File: src/rtl/mux_scan_sequencer_pkg.sv
// Shared types and sizing constants for the 4:1 mux scan sequencer.
package mux_scan_sequencer_pkg;
   typedef enum logic [1:0] {
      ST_IDLE   = 2'd0,
      ST_SETTLE = 2'd1,
      ST_SAMPLE = 2'd2,
      ST_DONE   = 2'd3
   } state_e;

   localparam int NUM_CH = 4;
   localparam int SEL_W  = 2;
   localparam int CNT_W  = 4;
endpackage

File: src/rtl/mux_scan_sequencer_settle_timer.sv
// Loadable down-counter that saturates at zero; zero flags the end of a settle window.
module settle_timer
   import mux_scan_sequencer_pkg::*;
(
   input  logic             clk,
   input  logic             rst,
   input  logic             load,
   input  logic [CNT_W-1:0] load_val,
   output logic             zero
);

   logic [CNT_W-1:0] cnt_q;

   // NOTE: sequential state is assigned with <= so every flop samples pre-edge values.
   always_ff @(posedge clk or posedge rst) begin
      if (rst) begin
         cnt_q <= '0;
      end else if (load) begin
         cnt_q <= load_val;
      end else if (cnt_q != '0) begin
         cnt_q <= cnt_q - 1'b1;
      end
   end

   assign zero = (cnt_q == '0);

endmodule

File: src/rtl/mux_scan_sequencer.sv
// Drives a 4-bit word and each select code onto a 4:1 mux, waits for the gates to
// settle, samples the mux output per channel and reassembles the word.
module mux_scan_sequencer
   import mux_scan_sequencer_pkg::*;
#(
   parameter int SETTLE_CYCLES = 2
) (
   input  logic              clk,
   input  logic              rst,
   input  logic              start,
   input  logic [NUM_CH-1:0] data_in,
   output logic              ready,
   output logic              busy,
   output logic [NUM_CH-1:0] mux_data,
   output logic [SEL_W-1:0]  mux_sel,
   input  logic              mux_out,
   output logic [NUM_CH-1:0] result,
   output logic              valid,
   output logic              mismatch
);

   // The timer counts down to zero inside SETTLE, so it is loaded one short of the hold time.
   localparam logic [CNT_W-1:0] SETTLE_LOAD =
      (SETTLE_CYCLES == 0) ? '0 : CNT_W'(SETTLE_CYCLES - 1);
   localparam state_e CH_ENTRY = (SETTLE_CYCLES == 0) ? ST_SAMPLE : ST_SETTLE;
   localparam logic [SEL_W-1:0] LAST_SEL = SEL_W'(NUM_CH - 1);

   state_e             state_q, state_d;
   logic [SEL_W-1:0]   sel_q, sel_d;
   logic [NUM_CH-1:0]  data_q, data_d;
   logic [NUM_CH-1:0]  result_q, result_d;
   logic               mismatch_q, mismatch_d;
   logic               timer_load;
   logic               timer_zero;

   settle_timer u_settle_timer (
      .clk      (clk),
      .rst      (rst),
      .load     (timer_load),
      .load_val (SETTLE_LOAD),
      .zero     (timer_zero)
   );

   // NOTE: every variable gets its hold value first so no path through the case infers a latch.
   always_comb begin
      state_d    = state_q;
      sel_d      = sel_q;
      data_d     = data_q;
      result_d   = result_q;
      mismatch_d = mismatch_q;
      timer_load = 1'b0;

      unique case (state_q)
         ST_IDLE: begin
            if (start) begin
               data_d     = data_in;
               sel_d      = '0;
               result_d   = '0;
               mismatch_d = 1'b0;
               timer_load = 1'b1;
               state_d    = CH_ENTRY;
            end
         end
         ST_SETTLE: begin
            if (timer_zero) begin
               state_d = ST_SAMPLE;
            end
         end
         ST_SAMPLE: begin
            result_d[sel_q] = mux_out;
            mismatch_d      = mismatch_q | (mux_out != data_q[sel_q]);
            if (sel_q == LAST_SEL) begin
               state_d = ST_DONE;
            end else begin
               sel_d      = sel_q + 1'b1;
               timer_load = 1'b1;
               state_d    = CH_ENTRY;
            end
         end
         ST_DONE: begin
            state_d = ST_IDLE;
         end
         default: begin
            state_d = ST_IDLE;
         end
      endcase
   end

   always_ff @(posedge clk or posedge rst) begin
      if (rst) begin
         state_q    <= ST_IDLE;
         sel_q      <= '0;
         data_q     <= '0;
         result_q   <= '0;
         mismatch_q <= 1'b0;
      end else begin
         state_q    <= state_d;
         sel_q      <= sel_d;
         data_q     <= data_d;
         result_q   <= result_d;
         mismatch_q <= mismatch_d;
      end
   end

   assign ready    = (state_q == ST_IDLE);
   assign busy     = (state_q == ST_SETTLE) || (state_q == ST_SAMPLE);
   assign valid    = (state_q == ST_DONE);
   assign mux_data = data_q;
   assign mux_sel  = sel_q;
   assign result   = result_q;
   assign mismatch = mismatch_q;

endmodule

File: config.mk
export PLATFORM = sky130hd
export DESIGN_NAME = mux_scan_sequencer
export DESIGN_NICKNAME = d
export VERILOG_FILES = /design/src/rtl/mux_scan_sequencer_pkg.sv /design/src/rtl/mux_scan_sequencer_settle_timer.sv /design/src/rtl/mux_scan_sequencer.sv
export SDC_FILE = /design/constraint.sdc
export NUM_CORES = 1
export LEC_CHECK = 0
export CAP_MARGIN = 15
export CORE_MARGIN = 2
export CORE_UTILIZATION = 32
export DETAILED_ROUTE_END_ITERATION = 10
export SLEW_MARGIN = 25
export SYNTH_ARGS = -nofsm -noshare
export SYNTH_HDL_FRONTEND = slang
export SYNTH_SLANG_ARGS = --single-unit
File: constraint.sdc
create_clock -name clk -period 4.65 [get_ports clk]
set_clock_uncertainty 0.2 [all_clocks]
set_input_delay 0.93 -clock clk [delete_from_list [all_inputs] [get_ports clk]]
set_output_delay 0.93 -clock clk [all_outputs]
set_load 0.02 [all_outputs]
Yosys cells after proc, flatten, opt, wreduce, memory -nomap -nowiden
Index checks and enable logic that the tools add are counted.
W data, S select, Z words.

cells by class
  add/sub/neg operators = 2
  order comparisons = 2
  equal/unequal tests = 8
  multiplexer cells = 21
  bitwise gates (word level) = 1
  reduce and logical (&&, ||, !) cells = 11

operators by type and width
  kind                   count
  $mux W4                3
  $mux W2                5
  $pmux W2 S4            1
  $pmux W4 S2            1
  $eq A2 B2 Y1 const B   3
  $ne A2 B2 Y1 const B   3
  $reduce_and A2 Y1      3
  $mux W1                5
  $bwmux W4              1
  $logic_not A4 Y1       1
  $pmux W1 S2            2
  $pmux W2 S2            1
  $reduce_bool A2 Y1     2
  $reduce_bool A4 Y1     1
  $sub A4 B1 Y4 const B  1
  $lt A2 B3 Y1 const B   1
  $reduce_and A3 Y1      1
  $add A2 B1 Y2 const B  1
  $bmux W1 S2            1
  $demux W1 S2           1
  $eq A2 B1 Y1 const B   1
  $ge A2 B1 Y1 const B   1
  $logic_not A2 Y1       1
  $logic_and A1 B1 Y1    1
  3 further kinds        3

storage, ports and cells
  bits in registers = 17
  input bits = 8
  output and inout port bits = 14
  word-level logic and storage cells = 51

Longest topological paths before layout
Gate-level depths: netlist of run 1.

  word-level depth = 6
  depth in mapped cells = 6

By module
Synthesis of run 1 repeated with hierarchy kept, for this count alone.

unflattened totals
  cells, all modules = 111
  area total of the unflattened synthesis = 1,081.0 um^2

modules (own cells, without submodules)
  module              instances  cells each  area each (um^2)  sequential area each (um^2)
  mux_scan_sequencer  1          88          844.6             325.3
  settle_timer        1          23          236.5             100.1

Worst setup path after synthesis of run 1
Ideal clock, no wire load.

  kind = register -> output
  start = register state_q[0]
  end = output ready
  arrival = 898 ps
  required time = 3,520 ps
  slack = 2,622 ps
  cell stages (with the launch flop) = 3
  path buffers = 0
  path through = dfrtp_1 > inv_1 > ha_1

between the ends
  word-level cells in the longest chain between the ends = 1

ends and longest elaborated chain
  item                      RTL line                   RTL
  start: declaration        mux_scan_sequencer.sv:28   state_e state_q, state_d;
  start signal: assignment  mux_scan_sequencer.sv:97   state_q <= state_d;
  $logic_not A2 Y1          mux_scan_sequencer.sv:105  assign ready = (state_q == ST_IDLE);
  end: declaration          mux_scan_sequencer.sv:12   output logic ready,

No other way between the ends.

Final worst setup path of run 1
  start = register state_q[1]
  end = output ready

Same word-level chain as after synthesis.

==> out/qor.yml, run 1 <==
cts_max_path_buffers: 2
postCtsSetupBuffers: 0
drt_wl_total_um: 2100
cts.repair.resized: 0
yosysWarnings: 0
overflow: 0
synth_edf_count: 0
mappedNetlistNets: 114
dp_hpwl_um: 1530
synth-xor-area-share: 0.0174
clkPwrFrac: 0.092
die_w_um: 60.1
reg2reg_slack_ns: 2.66
syn_area_mm2: 0.00101
gp_congestion: 0.752
powerDensity_mw_per_mm2: 712
antenna_cells: 0
cts_sinks: 17
p_switching_w: 0.000396
ys_seq_area_frac: 0.422
required_ns: 3.52
grt_max_degree: 18
hold_viol: 0
viasPerCell: 4.69
ys.flop_type: "dfrtp_1"
syn_inst: 95
finalNetCount: 138
grt_pass1_vias: 722
crit_slowest_cell: "clkdlybuf4s50_1"
placementRows: 20
cts_max_level: 1
synth-seq-cells: 17
final_layout_size_suffix_gt1_frac: 0.119
core_mm2: 0.00303
place_area_mm2: 0.00126
cap_violations: 0
die-area_mm2: 0.00362
dr_total_vias: 759
drt_iter0_drc: 27
clk_pin_slew_worst_paths_ns: 0.12
tightestPinTransition_ns: 0.660
antenna_found_initial: 0
cts_tree: "yes"
grt_pass1_wl_um: 3470
track_usage: 0.131
clock-root-buffer: "clkbuf_4"
synthAdderAreaFrac: 0.136
status: "finished clean"
io_pins: 22
hold_depth: 2
slew_headroom: 0.559
setup_viol: 0
finalPower_w: 0.000915
synth_compound_area_frac: 0.135
r2r_cells: 5
min_period_over_period: 0.641
post_drt_wl_per_cell_um: 13.0
die_h_um: 60.1
synth-simple-area-share: 0.148
worst_path_largest_cell_delay_ns: 0.65
drc: 0
intPower_w: 0.000519
cts_hold_buf: 0
peakVddDrop_mv: 0.309
initial_core_util: 0.333
p_seq_frac: 0.305
report.final.slew_viol_count: 0
synth_top_family_by_area: "simple AND/OR/NAND/NOR gates"
hold_path_class: "flop to flop"
crit_path_start_kind: "flop"
async_reset_ff_frac: 1.00
cp_max_fo: 6
post-route-min-period_ns: 2.98
io_buffer_count: 21
ant_nets: 0
timing.fmax_ghz: 0.335
final_cell_area_mm2: 0.00129
worstSetupEndpointType: "output pin"
final_core_util: 0.425
clock_latency_ns: 0.31
swShare: 0.433
cp_cell_sequence: "inv_1 -> ha_1 -> clkdlybuf4s50_1"
cts_buffers: 3
area_growth_pct: 27.5
rsz0062_at_grt: "false"
first_pass_iters: 4
p_leak_nw: 0.574
crit_arrival_ns: 1.85
ys_types: 27
avgSynthCellArea_um2: 10.6
synth_mux_area_frac: 0.0968
tns_ns: 0
combPwrFrac: 0.603
path_class: "flop to output pin"
power groups by stage:
stage | registers, W | logic [W] | clock network, W
finish | 0.000279 | 0.000552 | 0.0000847
global placement | 0.000278 | 0.000542 | 0
global route | 0.000290 | 0.000612 | 0.0000936
CTS | 0.000279 | 0.000559 | 0.0000870
floorplan | 0.000317 | 0.000341 | 0
detailed placement | 0.000283 | 0.000554 | 0
synthesized netlist by cell type, types with 3 or more instances:
cell type	count	share of area
ha_1	11	0.14
a21oi_1	3	0.015
dfrtp_1	17	0.42
nand2b_1	5	0.031
mux2i_1	3	0.030
nor2b_1	5	0.031
inv_1	8	0.030
mux2_2	4	0.045
o21ai_0	7	0.035
a22o_1	3	0.026
nand2_1	5	0.019
nor2_1	6	0.022
worst paths after layout:
| check | endpoint | startpoint |
|---|---|---|
| worst min register to register | result[0] | result[0] |
| worst max-delay path | ready | state_q[1] |
| worst max register to register | u_settle_timer.cnt_q[0] | state_q[0] |
| max in group asynchronous | mux_data[2] | rst |
| worst min-delay path | result[0] | result[0] |
| min in group asynchronous | result[0] | rst |
worst max-delay path, delay by kind of cell, from the launching register on:
family / cells / cell delay (ns)
DFF: 1 / 0.45
adders and majority gates: 1 / 0.30
buffers and inverters: 2 / 0.80
area by class of cell:
cell class              instances  area (µm²)
fillers                       291        1740
well taps                      44        55.1
repair buffers                 21         210
multi-input cells              68         538
clock buffers                   3        22.5
flip-flops and latches         17         425
inverters                       8        30.0
clock inverters                 1        5.00
state kept, by name, indices dropped and copies added (netlist names):
signal / count
mux_data: 4
mux_sel: 2
u_settle_timer.cnt_q: 4
state_q: 2
result: 4
mismatch: 1
metal layers:
metal	part of all wire	vias to the layer above	global-route usage
met2	0.45	18	0.191
met5	0	-	0
met4	0.024	0	0.0603
met3	0.034	6	0.0411
li1	-	375	-
met1	0.49	360	0.177
cell usage in the layout (no fill, tap or decap):
cell / n
a211oi_1: 2
a211oi_2: 1
a21oi_1: 3
a21oi_2: 1
a22o_1: 3
a2bb2oi_2: 1
a31o_2: 1
clkbuf_4: 3
clkdlybuf4s50_1: 21
clkinv_2: 1
dfrtp_1: 17
ha_1: 11
inv_1: 8
mux2_2: 4
mux2i_1: 3
mux4_2: 1
nand2_1: 5
nand2b_1: 5
nand3_1: 1
nand3b_1: 1
nand4_1: 2
nor2_1: 6
nor2b_1: 5
nor3_1: 1
o21ai_0: 7
or2_2: 1
or3b_1: 1
xnor2_1: 2
logic make-up after synthesis:
group | Yosys count
DFF | 17
xor gates and xnor gates | 2
muxes | 8
buffers and inverters | 10
adders and majority gates | 11
and+or+nand+nor | 28
AOI/OAI and AO/OA | 19
through the flow:
step                      instances  hold WS [ns]  setup WS [ns]
after floorplan                  95         0.313           2.62
after global placement          158         0.283           2.04
after detailed placement        158         0.289           2.00
after CTS                       162         0.315           1.65
after global routing            162         0.354           1.54
final                           162         0.317           1.67
Note: power is estimated with default switching activity, not from simulation.
==> inputs of run 2 (changes only) <==
clock period = 3 ns   (was 4.65 ns; I/O delays follow)
==> out/qor.yml, run 2 (synthesis results as in run 1) <==
status: "finished clean"  # unchanged
combPwrFrac: 0.605  # was 0.603
ant_nets: 0  # unchanged
initial_core_util: 0.333  # unchanged
postCtsSetupBuffers: 0  # unchanged
first_pass_iters: 4  # unchanged
grt_max_degree: 18  # unchanged
p_seq_frac: 0.306  # was 0.305
crit_path_start_kind: "flop"  # unchanged
overflow: 0  # unchanged
r2r_cells: 5  # unchanged
final_layout_size_suffix_gt1_frac: 0.119  # unchanged
cts_buffers: 3  # unchanged
p_switching_w: 0.000609  # was 0.000396 W
peakVddDrop_mv: 0.515  # was 0.309 mV
worstSetupEndpointType: "output pin"  # unchanged
dr_total_vias: 749  # was 759
core_mm2: 0.00303  # unchanged
hold_start: "result[0]"  # unchanged
final_cell_area_mm2: 0.00129  # unchanged
dp_hpwl_um: 1530  # about the same
placementRows: 20  # unchanged
fillers: 315  # was 291
tightestPinTransition_ns: 0.665  # was 0.660 ns
area_growth_pct: 27.5  # unchanged
swShare: 0.430  # was 0.433
multi_input_area_um2: 538  # unchanged
cts_hold_buf: 0  # unchanged
cts_max_path_buffers: 2  # unchanged
hold_depth: 2  # unchanged
final_cells: 162  # unchanged
cts_tree: "yes"  # unchanged
place_area_mm2: 0.00126  # unchanged
io_buffer_count: 21  # unchanged
cp_max_fo: 6  # unchanged
antenna_found_initial: 0  # unchanged
hold_viol: 0  # unchanged
powerDensity_mw_per_mm2: 1100  # was 712 mW/mm²
drt_iter0_drc: 26  # was 27
reg2reg_from: "state_q[0]"  # unchanged
slew_headroom: 0.556  # was 0.559
finalNetCount: 138  # unchanged
rsz0062_at_grt: "false"  # unchanged
holdPathEnd: "result[0]"  # unchanged
layout_common_cells: "21 x clkdlybuf4s50_1, 17 x dfrtp_1, 11 x ha_1"  # unchanged
final_core_util: 0.425  # unchanged
setup_viol: 0  # unchanged
cts.repair.resized: 0  # unchanged
p_leak_nw: 0.574  # unchanged
tns_ns: 0  # unchanged
drc: 0  # unchanged
crit_arrival_ns: 1.86  # was 1.85 ns
clk_pin_slew_worst_paths_ns: 0.11  # was 0.12 ns
drt_wl_total_um: 2080  # was 2100 µm
cap_violations: 0  # unchanged
antenna_cells: 0  # unchanged
reg2reg_slack_ns: 1.02  # was 2.66 ns
die-area_mm2: 0.00362  # unchanged
cts_max_level: 1  # unchanged
viasPerCell: 4.62  # was 4.69
intPower_w: 0.000806  # was 0.000519 W
timing.fmax_ghz: 0.376
report.final.slew_viol_count: 0  # unchanged
grt_pass1_vias: 708  # was 722
cts_sinks: 17  # unchanged
clock-root-buffer: "clkbuf_4"  # unchanged
dp_worst_setup_slack_ns: 0.671  # was 2.00 ns
dpl.cell_count: 158  # unchanged
mostFrequentLayoutCell: "clkdlybuf4s50_1"  # unchanged
gp_congestion: 0.750  # was 0.752
min_period_over_period: 0.887
path_class: "flop to output pin"  # unchanged
setup_slack_ns: 0.339  # was 1.67 ns
die_w_um: 60.1  # unchanged
post_drt_wl_per_cell_um: 12.9  # was 13.0 µm
post-route-min-period_ns: 2.66
clock_latency_ns: 0.30  # was 0.31 ns
track_usage: 0.127  # was 0.131
seq_area_um2: 425  # unchanged
required_ns: 2.20  # was 3.52 ns
die_h_um: 60.1  # unchanged
timing.rr.end: "result[3]"  # was u_settle_timer.cnt_q[0]
grt_pass1_wl_um: 3390  # was 3470 µm
hold_path_class: "flop to flop"  # unchanged
io_pins: 22  # unchanged
clkPwrFrac: 0.089  # was 0.092
-- run 2: cell counts in the layout (fill, tap and decap cells not counted) --
No cell type changed its count.
-- run 2: how the worst max path moves through the flow --
stage,depth (start not counted),slack [ns],to,from
3_3_place_gp,3,0.72,ready,state_q[0]
5_1_grt,3,0.20,ready,state_q[0]
6_report,3,0.34,ready,state_q[0]
4_1_cts,3,0.30,ready,state_q[0]
3_5_place_dp,3,0.67,ready,state_q[0]
2_1_floorplan,5,1.17,mux_sel[0],state_q[0]
-- run 2: through the flow --
| stage | total power [W] | hold slack [ns] |
|---|---|---|
| after floorplan | 0.00102 | 0.313 |
| after CTS | 0.00143 | 0.315 |
| after global placement | 0.00127 | 0.283 |
| after global routing | 0.00154 | 0.353 |
| after detailed placement | 0.00130 | 0.289 |
| final | 0.00141 | 0.311 |
-- run 2: worst max-delay path, stage by stage, from the launching register on --
cell	delay (ns)
dfrtp_1	0.41
inv_1	0.18
ha_1	0.33
clkdlybuf4s50_1	0.65
-- run 2: layout make-up --
| type | instances | share of cell area |
|---|---|---|
| Inverter | 8 | 0.0233 |
| Tap cell | 44 | 0.0428 |
| Sequential cell | 17 | 0.331 |
| Multi-Input combinational cell | 68 | 0.418 |
| Clock buffer | 3 | 0.0175 |
| Clock inverter | 1 | 0.00389 |
| Timing Repair Buffer | 21 | 0.163 |
-- run 2: power by group through the flow --
stage / clock network, W / registers (W) / logic (W)
after detailed placement: 0 / 0.000438 / 0.000858
after CTS: 0.000134 / 0.000434 / 0.000866
after floorplan: 0 / 0.000491 / 0.000528
final: 0.000126 / 0.000433 / 0.000856
after global placement: 0 / 0.000431 / 0.000841
after global routing: 0.000144 / 0.000447 / 0.000948
-- run 2: per-layer routing --
layer / vias up / share of wire / global-route usage
met5: - / 0 / 0
met4: 0 / 0 / 0.0286
met3: 0 / 0.051 / 0.0455
met2: 18 / 0.47 / 0.199
met1: 358 / 0.47 / 0.168
li1: 373 / - / -
==> inputs of run 3 (changes only) <==
clock period = 3.2 ns   (was 3 ns; I/O delays follow)
==> results of run 3 <==
Same layout as run 2 (identical final DEF). Status: finished clean.
Among the figures that moved: setup slack after placement 0.671 ns -> 0.831 ns; setup slack after layout 0.339 ns -> 0.499 ns; register-to-register setup slack 1.02 ns -> 1.22 ns; total power 0.00141 W -> 0.00133 W; worst IR drop on VDD 0.515 mV -> 0.483 mV
==> edit, RTL diff (flow settings as in run 2) <==
Make the reset (`rst`) synchronous in 2 clocked blocks.
--- a/src/rtl/mux_scan_sequencer_settle_timer.sv
+++ b/src/rtl/mux_scan_sequencer_settle_timer.sv
@@ -12,7 +12,7 @@
    logic [CNT_W-1:0] cnt_q;
 
    // NOTE: sequential state is assigned with <= so every flop samples pre-edge values.
-   always_ff @(posedge clk or posedge rst) begin
+   always_ff @(posedge clk) begin
       if (rst) begin
          cnt_q <= '0;
       end else if (load) begin
--- a/src/rtl/mux_scan_sequencer.sv
+++ b/src/rtl/mux_scan_sequencer.sv
@@ -86,7 +86,7 @@
       endcase
    end
 
-   always_ff @(posedge clk or posedge rst) begin
+   always_ff @(posedge clk) begin
       if (rst) begin
          state_q    <= ST_IDLE;
          sel_q      <= '0;
Formal check against the unedited RTL: differs if rst is asserted again (counterexample within 4 cycles, from zero or initial values and one cycle with rst high); with rst held inactive, the same outputs for 10 cycles.
==> edit against run 2 <==
  * Global-route usage increased by 0.43 points
  * Largest power group unchanged
  * Final area decreased by 7.8%
  * Highest routed layer is now met4
  * Area after synthesis is 8.2% lower
  * Largest cell class unchanged
  * Total power decreased by 29%
  * Critical path type unchanged
  * Worst setup slack gained 0.11 ns
  * Sequential cell count stayed put
  * Routed wire length down 3.0%
  * Sequential power is 23% lower
==> edit: results (changes against run 2) <==
* Clock edge transition at the registers on the reported setup and hold paths at ~0.10 ns
* FFs w/ async S/R, synth at 0 (-1.00)
* Routability congestion estimate at 0.707 (-5.8%)
* Maximum number of pins on one net before global-route repair at 17 (-1)
* Via count of the first global-routing pass at 798 (+13%)
* CTS Root Buffer Type: clkbuf_4
* First-pass DRT Iterations at 4 (unchanged)
* Total wirelength of the detailed-routed design at 2.02 mm (-3.0%)
* Clock Tree Buf Depth at 2 (unchanged)
* Top FF cell, synth: dfxtp_1
* Metal3 WL at 107 µm (unchanged)
* Worst-skew pair later-pin latency at 0.29 ns
* Number of standard cells after synthesis at 105 (+11%)
* Reg-to-reg setup timing slack at 0.90 ns (-0.12 ns)
* Main area contributors after synthesis: dfxtp_1 37%, ha_1 16%, nand2_1 6.5%
* Total vias in the final route at 787 (+5.1%)
* Post-route met1 wirelength at 907 µm (-8.2%)
* Biggest fanout along the worst timing path at 6 (unchanged)
* Depth of the most critical reg-to-reg path at 6 (+1)
* Combined global-route utilization of all metal layers at 0.132 (+0.00428)
* Wire length of the first global-routing pass at 3.40 mm (+0.21%)
* Min-delay worst type: reg2reg
* Leading cell types by count after synthesis: 17 x dfxtp_1, 16 x nand2_1, 13 x nor2_1
* Final antenna diode count at 0 (unchanged)
* Data arrival time at the worst-slack endpoint at 1.75 ns (-0.11 ns)
* Num CTS Buffers at 3 (unchanged)
* Layout cell share with drive strength beyond 1 at 0.0547 (-0.0640)
* Number of antenna violations at the first check in global routing at 0 (unchanged)
* Iter 0 DRT Violations at 17 (-35%)
* Top routing layer used: met4
* Post-layout net count at 149 (+8.0%)
* Post-layout instance count excluding filler cells at 159 (-1.9%)
* Synth Warn # at 0 (unchanged)
* Max-Cap Viols at 0 (unchanged)
* Placed wire-length estimate after detailed placement at 1.57 mm (+2.4%)
* Hold depth at 2 (unchanged)
* Worst-margin pin slew at 0.625 ns (-0.0404 ns)
* Maximum vdd drop at 0.000613 V (+19%)
* Pre-CTS setup slack at 0.605 ns (-0.0655 ns)
* Synthesized net count at 125 (+9.6%)
* Result of the run: finished clean
* Routed length on met2 at 964 µm (-2.4%)
* Leakage power total at 0.000458 µW (-20%)
* Post-CTS sizing at 0 (unchanged)
* Yosys cell types at 25 (-7.4%)
* Setup ws final at 0.447 ns (+0.108 ns)
* Input/output buffers at 21 (unchanged)
* Fraction of the yosys area taken by sequential cells at 0.368 (-0.0543)
* CTS H-tree lvls at 1 (unchanged)
* Total of fill cells in the finished design at 288 (-8.6%)
edit: cell types whose count changed after synthesis, sizes merged, moves of 5 or more:
cell	change
dfrtp	-17
dfxtp	+17
nand2	+11
a21oi	+7
nor2	+7
nand2b	-5
edit: final timing paths:
| kind | from | end |
|---|---|---|
| setup / recovery | state_q[1] | busy |
| hold / removal | result[0] | result[0] |
| setup reg to reg | state_q[1] | mux_sel[1] |
| hold reg to reg | result[0] | result[0] |
edit: cells by family (layout without fill, tap and decap cells):
logic type      Yosys count  after routing  synth area share
compound gates           22             22             0.158
xor+xnor                  4              4            0.0378
fa+ha+maj                12             12             0.162
buf+inv                  10             33            0.0486
flops                    17             17             0.368
mux                       4              4            0.0581
simple gates             36             36             0.168
edit: layer usage:
layer | global-route usage | vias to the layer above
met2 | 0.222 | 25
met5 | 0 | -
li1 | - | 396
met4 | 0.0698 | 0
met3 | 0.0268 | 5
met1 | 0.157 | 361
edit: worst max-delay path, cell delays in order (launching register included):
cell and delay (ns):
dfxtp_1 0.45, inv_1 0.12, ha_1 0.28, clkdlybuf4s50_1 0.60
edit: per-stage QoR:
stage	instance area [µm²]	hold WS (ns)	total power (µW)
final	1190	0.280	1010
after global routing	1190	0.306	1090
after CTS	1190	0.282	1020
after detailed placement	1160	0.261	885
after global placement	1160	0.259	870
after floorplan	926	0.279	753
edit: area by class of cell:
type,instances,share of cell area
Clock buffer,4,0.0222
Inverter,8,0.0253
Sequential cell,17,0.287
Timing Repair Buffer,21,0.177
Multi-Input combinational cell,78,0.456
Tap cell,31,0.0327
edit: power by group:
part | internal, µW | switching, µW | leakage (µW)
Sequential | 280 | 52.5 | 0.000139
Clock | 51.8 | 73.6 | 0.0000150
Combinational | 245 | 304 | 0.000304
Total | 577 | 430 | 0.000458
